### config.mk
export PLATFORM = sky130hd
export DESIGN_NAME = fp_normalize_seq
export DESIGN_NICKNAME = d
export VERILOG_FILES = /design/src/rtl/fp_normalize_seq.sv
export SDC_FILE = /design/constraint.sdc
export NUM_CORES = 1
export LEC_CHECK = 0
export ABC_AREA = 1
export CELL_PAD_IN_SITES_DETAIL_PLACEMENT = 1
export CELL_PAD_IN_SITES_GLOBAL_PLACEMENT = 1
export CORE_ASPECT_RATIO = 2
export CORE_MARGIN = 2
export CORE_UTILIZATION = 38
export CTS_BUF_LIST = sky130_fd_sc_hd__clkbuf_8
export DETAILED_ROUTE_END_ITERATION = 8
export PLACE_DENSITY = 0.9
export SETUP_SLACK_MARGIN = 0.5
export SYNTH_ARGS = -nofsm -noshare
export SYNTH_HDL_FRONTEND = slang
export SYNTH_SLANG_ARGS = --single-unit
### constraint.sdc
create_clock -name clk -period 2.7 [get_ports clk]
set_clock_uncertainty 0.05 [all_clocks]
set_input_delay 0.405 -clock clk [delete_from_list [all_inputs] [get_ports clk]]
set_output_delay 0.405 -clock clk [all_outputs]
set_load 0.03 [all_outputs]
### src/rtl/fp_normalize_seq.sv
// Sequential post-add normaliser for the floating-point adder datapath.
// Accepts a raw sum (carry, hidden bit, fraction) plus exponent, fixes a
// carry-out with a single right shift or left-normalises one bit per clock,
// and flags zero, overflow (saturate to Inf) and underflow (flush to zero).
// Handshake is valid/ready on both sides; one transaction in flight at a time.
module fp_normalize_seq #(
  parameter int EXP_W = 8,
  parameter int MAN_W = 23
) (
  input  logic               clk,
  input  logic               rst,
  input  logic               in_valid,
  output logic               in_ready,
  input  logic               in_sign,
  input  logic [EXP_W-1:0]   in_exp,
  input  logic [MAN_W+1:0]   in_frac,
  output logic               out_valid,
  input  logic               out_ready,
  output logic               out_sign,
  output logic [EXP_W-1:0]   out_exp,
  output logic [MAN_W-1:0]   out_man,
  output logic               out_zero,
  output logic               out_ovf,
  output logic               out_unf,
  output logic               busy
);

  localparam logic [1:0] S_IDLE = 2'd0;
  localparam logic [1:0] S_NORM = 2'd1;
  localparam logic [1:0] S_DONE = 2'd2;

  localparam logic [EXP_W-1:0] EXP_MAX  = {EXP_W{1'b1}};
  localparam logic [EXP_W-1:0] EXP_ONE  = {{(EXP_W-1){1'b0}}, 1'b1};
  localparam logic [EXP_W-1:0] EXP_ZERO = {EXP_W{1'b0}};
  localparam logic [MAN_W-1:0] MAN_ZERO = {MAN_W{1'b0}};
  localparam logic [MAN_W+1:0] FRAC_ZERO = {(MAN_W+2){1'b0}};

  // FSM and working registers
  logic [1:0]       state_q, state_d;
  logic             sign_q,  sign_d;
  logic [EXP_W-1:0] exp_q,   exp_d;
  logic [MAN_W+1:0] frac_q,  frac_d;

  // Result registers driving the outputs directly
  logic             out_valid_q, out_valid_d;
  logic             out_sign_q,  out_sign_d;
  logic [EXP_W-1:0] out_exp_q,   out_exp_d;
  logic [MAN_W-1:0] out_man_q,   out_man_d;
  logic             out_zero_q,  out_zero_d;
  logic             out_ovf_q,   out_ovf_d;
  logic             out_unf_q,   out_unf_d;
  logic             busy_q,      busy_d;

  // Result of the current NORM decision, applied only when finish_s is set
  logic             finish_s;
  logic [EXP_W-1:0] res_exp_s;
  logic [MAN_W-1:0] res_man_s;
  logic             res_zero_s;
  logic             res_ovf_s;
  logic             res_unf_s;
  logic [EXP_W-1:0] exp_inc_s;

  assign exp_inc_s = exp_q + EXP_ONE;

  // Prioritised normalisation decision for the current working value
  always_comb begin
    finish_s   = 1'b0;
    res_exp_s  = exp_q;
    res_man_s  = frac_q[MAN_W-1:0];
    res_zero_s = 1'b0;
    res_ovf_s  = 1'b0;
    res_unf_s  = 1'b0;
    if (exp_q == EXP_MAX) begin
      // Inf/NaN on input: pass through untouched
      finish_s = 1'b1;
    end else if (frac_q[MAN_W+1]) begin
      // Carry-out: one right shift, LSB dropped
      finish_s = 1'b1;
      if (exp_inc_s == EXP_MAX) begin
        res_exp_s = EXP_MAX;
        res_man_s = MAN_ZERO;
        res_ovf_s = 1'b1;
      end else begin
        res_exp_s = exp_inc_s;
        res_man_s = frac_q[MAN_W:1];
      end
    end else if (frac_q == FRAC_ZERO) begin
      finish_s   = 1'b1;
      res_exp_s  = EXP_ZERO;
      res_man_s  = MAN_ZERO;
      res_zero_s = 1'b1;
    end else if (frac_q[MAN_W]) begin
      finish_s = 1'b1;
    end else if (exp_q <= EXP_ONE) begin
      // No denormals: flush to zero rather than shift below exponent 1
      finish_s  = 1'b1;
      res_exp_s = EXP_ZERO;
      res_man_s = MAN_ZERO;
      res_unf_s = 1'b1;
    end else begin
      finish_s = 1'b0;
    end
  end

  // Next-state logic for the FSM, working registers and result registers
  always_comb begin
    state_d     = state_q;
    sign_d      = sign_q;
    exp_d       = exp_q;
    frac_d      = frac_q;
    out_valid_d = out_valid_q;
    out_sign_d  = out_sign_q;
    out_exp_d   = out_exp_q;
    out_man_d   = out_man_q;
    out_zero_d  = out_zero_q;
    out_ovf_d   = out_ovf_q;
    out_unf_d   = out_unf_q;
    case (state_q)
      S_IDLE: begin
        if (in_valid) begin
          sign_d     = in_sign;
          exp_d      = in_exp;
          frac_d     = in_frac;
          out_zero_d = 1'b0;
          out_ovf_d  = 1'b0;
          out_unf_d  = 1'b0;
          state_d    = S_NORM;
        end else begin
          state_d = S_IDLE;
        end
      end
      S_NORM: begin
        if (finish_s) begin
          out_valid_d = 1'b1;
          out_sign_d  = sign_q;
          out_exp_d   = res_exp_s;
          out_man_d   = res_man_s;
          out_zero_d  = res_zero_s;
          out_ovf_d   = res_ovf_s;
          out_unf_d   = res_unf_s;
          state_d     = S_DONE;
        end else begin
          frac_d  = {frac_q[MAN_W:0], 1'b0};
          exp_d   = exp_q - EXP_ONE;
          state_d = S_NORM;
        end
      end
      S_DONE: begin
        if (out_ready) begin
          out_valid_d = 1'b0;
          state_d     = S_IDLE;
        end else begin
          state_d = S_DONE;
        end
      end
      default: begin
        out_valid_d = 1'b0;
        state_d     = S_IDLE;
      end
    endcase
    busy_d = (state_d != S_IDLE);
  end

  // State and output registers with synchronous reset
  always_ff @(posedge clk) begin
    if (rst) begin
      state_q     <= S_IDLE;
      sign_q      <= 1'b0;
      exp_q       <= EXP_ZERO;
      frac_q      <= FRAC_ZERO;
      out_valid_q <= 1'b0;
      out_sign_q  <= 1'b0;
      out_exp_q   <= EXP_ZERO;
      out_man_q   <= MAN_ZERO;
      out_zero_q  <= 1'b0;
      out_ovf_q   <= 1'b0;
      out_unf_q   <= 1'b0;
      busy_q      <= 1'b0;
    end else begin
      state_q     <= state_d;
      sign_q      <= sign_d;
      exp_q       <= exp_d;
      frac_q      <= frac_d;
      out_valid_q <= out_valid_d;
      out_sign_q  <= out_sign_d;
      out_exp_q   <= out_exp_d;
      out_man_q   <= out_man_d;
      out_zero_q  <= out_zero_d;
      out_ovf_q   <= out_ovf_d;
      out_unf_q   <= out_unf_d;
      busy_q      <= busy_d;
    end
  end

  assign in_ready  = (state_q == S_IDLE) & ~rst;
  assign out_valid = out_valid_q;
  assign out_sign  = out_sign_q;
  assign out_exp   = out_exp_q;
  assign out_man   = out_man_q;
  assign out_zero  = out_zero_q;
  assign out_ovf   = out_ovf_q;
  assign out_unf   = out_unf_q;
  assign busy      = busy_q;

endmodule
-- Word-level counts from Yosys, hierarchy flattened
Cells that the tools add are included.
- bits in registers: 73
- bits of input ports: 38
- output and inout port bits: 38
- word-level logic and storage cells: 82
- add/sub/neg operators: 2
- $lt $le $gt $ge: 1
- eq/ne operators: 8
- multiplexer cells: 47
- bitwise operators: 3
- reduce and logical (&&, ||, !) cells: 9
- operator list (kind ; count):
    $mux 23 ; 6
    $mux 8 ; 8
    $mux 25 ; 2
    $pmux 25 s2 ; 1
    $logic_not 25->1 ; 1
    $mux 1 ; 22
    $eq 8x8->1 const B ; 2
    $pmux 8 s2 ; 1
    $reduce_and 3->1 ; 3
    $add 8x1->8 const B ; 1
    $le 8x1->1 const B ; 1
    $ne 2x2->1 const B ; 4
    $sub 8x1->8 const B ; 1
    $pmux 1 s2 ; 3
    $pmux 2 s3 ; 1
    $mux 2 ; 2
    $reduce_and 2->1 ; 2
    $reduce_bool 2->1 ; 2
    $pmux 1 s3 ; 1
    $eq 2x1->1 const B ; 1
    $eq 2x2->1 const B ; 1
    $logic_not 2->1 ; 1
    $not 1->1 ; 2
    $and 1x1->1 ; 1

-- Depth between registers and ports, before layout
- word-level depth: 9
- mapped depth: 13

-- Worst setup path after synthesis
No wires, ideal clock.
- kind: flip-flop to flip-flop
- start point: reg exp_q[0]
- end point: reg out_sign_q (netlist: out_sign)
- library setup time: 0.116 ns
- arrival: 1.735 ns
- data required time: 2.534 ns
- path slack: 0.799 ns
- stages on the path, launching flop included: 13
- clock period less this slack: 1.901 ns
- path through: dfxtp_1 > inv_1 > ha_1 > o21ai_1 > nor2_1 > nor2_2 > nand3_2 > nand2_4 > inv_2 > buf_6 > buf_12 > nor2_1 > nor2_1
- longest elaborated chain between the ends: 7
- elaborated cells on any way between the ends: 8
- RTL lines (element ; line ; source):
    from (decl) ; 41 ; logic [EXP_W-1:0] exp_q, exp_d;
    from (signal assigned) ; 182 ; exp_q <= exp_d;
    $le 8x1->1 ; 94 ; end else if (exp_q <= EXP_ONE) begin
    $mux 1 ; 94 ;
    $mux 1 ; 92 ; end else if (frac_q[MAN_W]) begin
    $mux 1 ; 87 ; end else if (frac_q == FRAC_ZERO) begin
    $mux 1 ; 76 ; end else if (frac_q[MAN_W+1]) begin
    $mux 1 (*) ; 73 ; if (exp_q == EXP_MAX) begin
    $reduce_and 2->1 (no line) (*) ; - ;
    to (signal assigned) ; 185 ; out_sign_q <= out_sign_d;
    to (decl) ; 46 ; logic out_sign_q, out_sign_d;
Mark *: on every way between the ends. The rest lies on a longest branch, timed or not.
A chain may end at the register's enable or synchronous reset.

-- Final worst setup path
- start point: in rst
- end point: out in_ready
- longest elaborated chain between the ends: 2
- RTL lines (element ; line ; source):
    from (decl) ; 11 ; input logic rst,
    $not 1->1 ; 195 ; assign in_ready = (state_q == S_IDLE) & ~rst;
    $and 1x1->1 ; 195 ;
    to (decl) ; 13 ; output logic in_ready,
No other way between the ends.

==> results.md <==
- Min Tclk post-route: between 2 and 2.5 ns
- Fmax: between 0.4 and 0.5 GHz
- Initial Util: 0.387
- Gate Count Post-Synth: ~640
- Critical Path End Type: primary output
- Final Hold Fails: 0
- Peak VDD IR: around 0.48 mV
- P_int: between 2 and 3 mW
- CTS root buffer: clkbuf_8
- Critical Path AT: 1.70 ns
- Final setup fails: 0
- CTS sink count: between 70 and 80
- Clock Path Buffers: 2
- Clk_lat worst skew: 0.36 ns
- Final nets: between 700 and 800
- Core Rows: 54
- Flop pwr share: 0.328
- DRT Pass-1 Iters: 4
- Antenna Cells: 0
- Synth top area share: 0.349
- Initial antenna violation count: 0
- Yosys top cell by area: dfxtp_1
- Worst setup path category: in2out
- Largest net degree at the start of global routing: 45
- Fin crit share: 0.798
- Sw Share: 0.463
- Syn nets: approximately 680
- Via density: about 5.2
- Pwr Density: ~920 mW/mm^2
- Required time of the critical path: roughly 2.3 ns
- Total Power: just under 5 mW
- Dominant cells by area after synthesis: dfxtp_1 (35%), nand2_1 (16%), inv_1 (8.0%)
- Leak Pwr: 2.23 nW
- Worst-path fanout max: 9
- Die Wd: about 78 um
- Most frequent cells in the layout: nand2_1 (176), inv_1 (89), nor2_1 (75)
- Mean Syn Cell Area: 6.58 um^2
- Cell area after synthesis: 0.00419 mm^2
- TritonCTS clock tree: yes
- I/O Pins: between 70 and 80
- Synth warn: 0
- IO Port Bufs: 75
- Slew headroom: 0.566
- GRT Total Usage: 0.260
- Clk pwr share: 0.175
- Unrepaired setup endpoints after global routing: no
- CTS Buf Count: 9
- Final core utilization: 0.489
- Core ar.: approximately 0.011 mm^2
- Status: finished clean
- Die area: between 0.01 and 0.015 mm^2
- Max Cap Viol: 0
- Placer Congestion: roughly 0.89
- Max-slew violation count: 0
- Die Y-Extent: ~150 um
- Share of cells above drive strength 1: 0.126
- Post-DP HPWL: 11200 um
- HP Class: reg2reg
- Worst hold margin: about 0.42 ns
- Crit path from: rst
- CTS clock-pin slew for the worst setup and hold paths: around 0.090 ns
- NetSw: 2.26 mW
- Hold_sp: out_zero
- Via count: roughly 4500
- Final antenna-violating net count: 0
- Initial DRC Count: ~290
- Placed cell area: roughly 0.005 mm^2
- Finished Cell Area: 0.00529 mm^2
- Sequential-to-total area share from yosys stat: 0.349
- Area grow syn2layout: 26.3%
- Worst slew pin tran: approximately 0.65 ns
- CTS H-Tree Depth: 3
- RR Startpoint: exp_q[1]
- DRC Markers: 0
- Total grt overflow: 0
- Commonest non-fill, non-tap cell in the layout: nand2_1
- Synth Register Bits: 73
- Setup TNS: 0 ns
- Worst setup SP type: input port
- First-pass GRT wire length: between 20000 and 25000 um
- Vias in the first global route: 4686
- Synth unique cells: 33
- WL final: 15300 um
- Combinational power share: 0.498
- DR WL/cell: 17.9 um
==> registers in the layout, summed over array words and instances (netlist names) <==
register	flops
out_valid	1
sign_q	1
out_zero	1
out_sign	1
out_man	23
out_ovf	1
busy	1
out_unf	1
out_exp	8
frac_q	25
state_q	2
exp_q	8
==> final cells by class <==
| cell class | instances | area (um^2) |
|---|---|---|
| Multi-Input combinational cell | 438 | 2170 |
| Inverter | 95 | 362 |
| Sequential cell | 73 | 1470 |
| Clock buffer | 13 | 179 |
| Tap cell | 140 | 175 |
| Fill cell | 1434 | 5520 |
| Clock inverter | 3 | 13.8 |
| Timing Repair Buffer | 91 | 922 |
==> critical path, cell delays in order <==
cell	delay, ns
clkdlybuf4s50_1	0.74
nor2_1	0.38
buf_12	0.16
==> logic make-up (layout without fill, tap and decap cells) <==
| family | count (synthesis) | in the layout | share of synthesized area |
|---|---|---|---|
| buf+inv | 126 | 202 | 0.137 |
| mux | 1 | 1 | 0.00239 |
| fa+ha+maj | 4 | 4 | 0.0120 |
| simple gates | 319 | 320 | 0.350 |
| compound gates | 110 | 110 | 0.143 |
| xor+xnor | 3 | 3 | 0.00628 |
| flops | 73 | 73 | 0.349 |
==> Yosys cell counts <==
| cell type | n |
|---|---|
| nand3_1 | 24 |
| nand2_2 | 3 |
| buf_4 | 3 |
| mux2i_1 | 1 |
| buf_12 | 2 |
| clkbuf_1 | 9 |
| ha_1 | 4 |
| o22ai_1 | 1 |
| o21bai_1 | 1 |
| buf_2 | 10 |
| buf_6 | 6 |
| o21ai_2 | 11 |
| inv_2 | 5 |
| nor2_2 | 3 |
| nor2_4 | 2 |
| buf_1 | 1 |
| o211ai_1 | 1 |
| xor2_1 | 3 |
| a21oi_1 | 30 |
| nand3_4 | 1 |
| nand4_1 | 4 |
| nand2_1 | 176 |
| nor2_1 | 76 |
| dfxtp_1 | 73 |
| o21ai_1 | 21 |
| nor3_1 | 5 |
| o21ai_0 | 45 |
| nand2_4 | 2 |
| nor2_8 | 1 |
| nand3_2 | 21 |
| clkinv_1 | 1 |
| inv_1 | 89 |
| nand4_4 | 1 |
==> power groups by stage <==
stage	Clock [mW]	Combinational (mW)	Sequential (mW)
after floorplan	0	1.38	1.77
after detailed placement	0	2.32	1.61
final	0.851	2.42	1.60
after CTS	0.865	2.37	1.59
after global placement	0	2.25	1.60
after global routing	0.922	2.62	1.63
==> worst paths after layout <==
check               to  slack [ns]  depth (start not counted)
max           in_ready        0.55                          3
min reg2reg   out_zero        0.42                          2
max reg2reg  frac_q[6]        0.57                         11
min           out_zero        0.42                          2
==> what timing repair did <==
action | 4_1_cts | 5_1_grt
gates cloned | 1 | 0
gates resized for setup | 6 | 8
pin swaps | 1 | 1
setup endpoints to repair | 46 | 56
buffers inserted | 0 | 3
hold buffers | 0 | 0
==> layer usage <==
metal	GRT usage	share of wire	vias to the layer above
met5	0	0	-
met3	0.0391	0.032	37
li1	-	-	2121
met1	0.241	0.33	2182
met2	0.518	0.59	116
met4	0.138	0.042	0
==> per-stage QoR <==
stage,cells,setup slack (ns)
after floorplan,636,0.799
after global placement,833,0.518
after detailed placement,833,0.422
after CTS,850,0.523
after global routing,853,0.452
final,853,0.546
(Power assumes the default switching activity.)
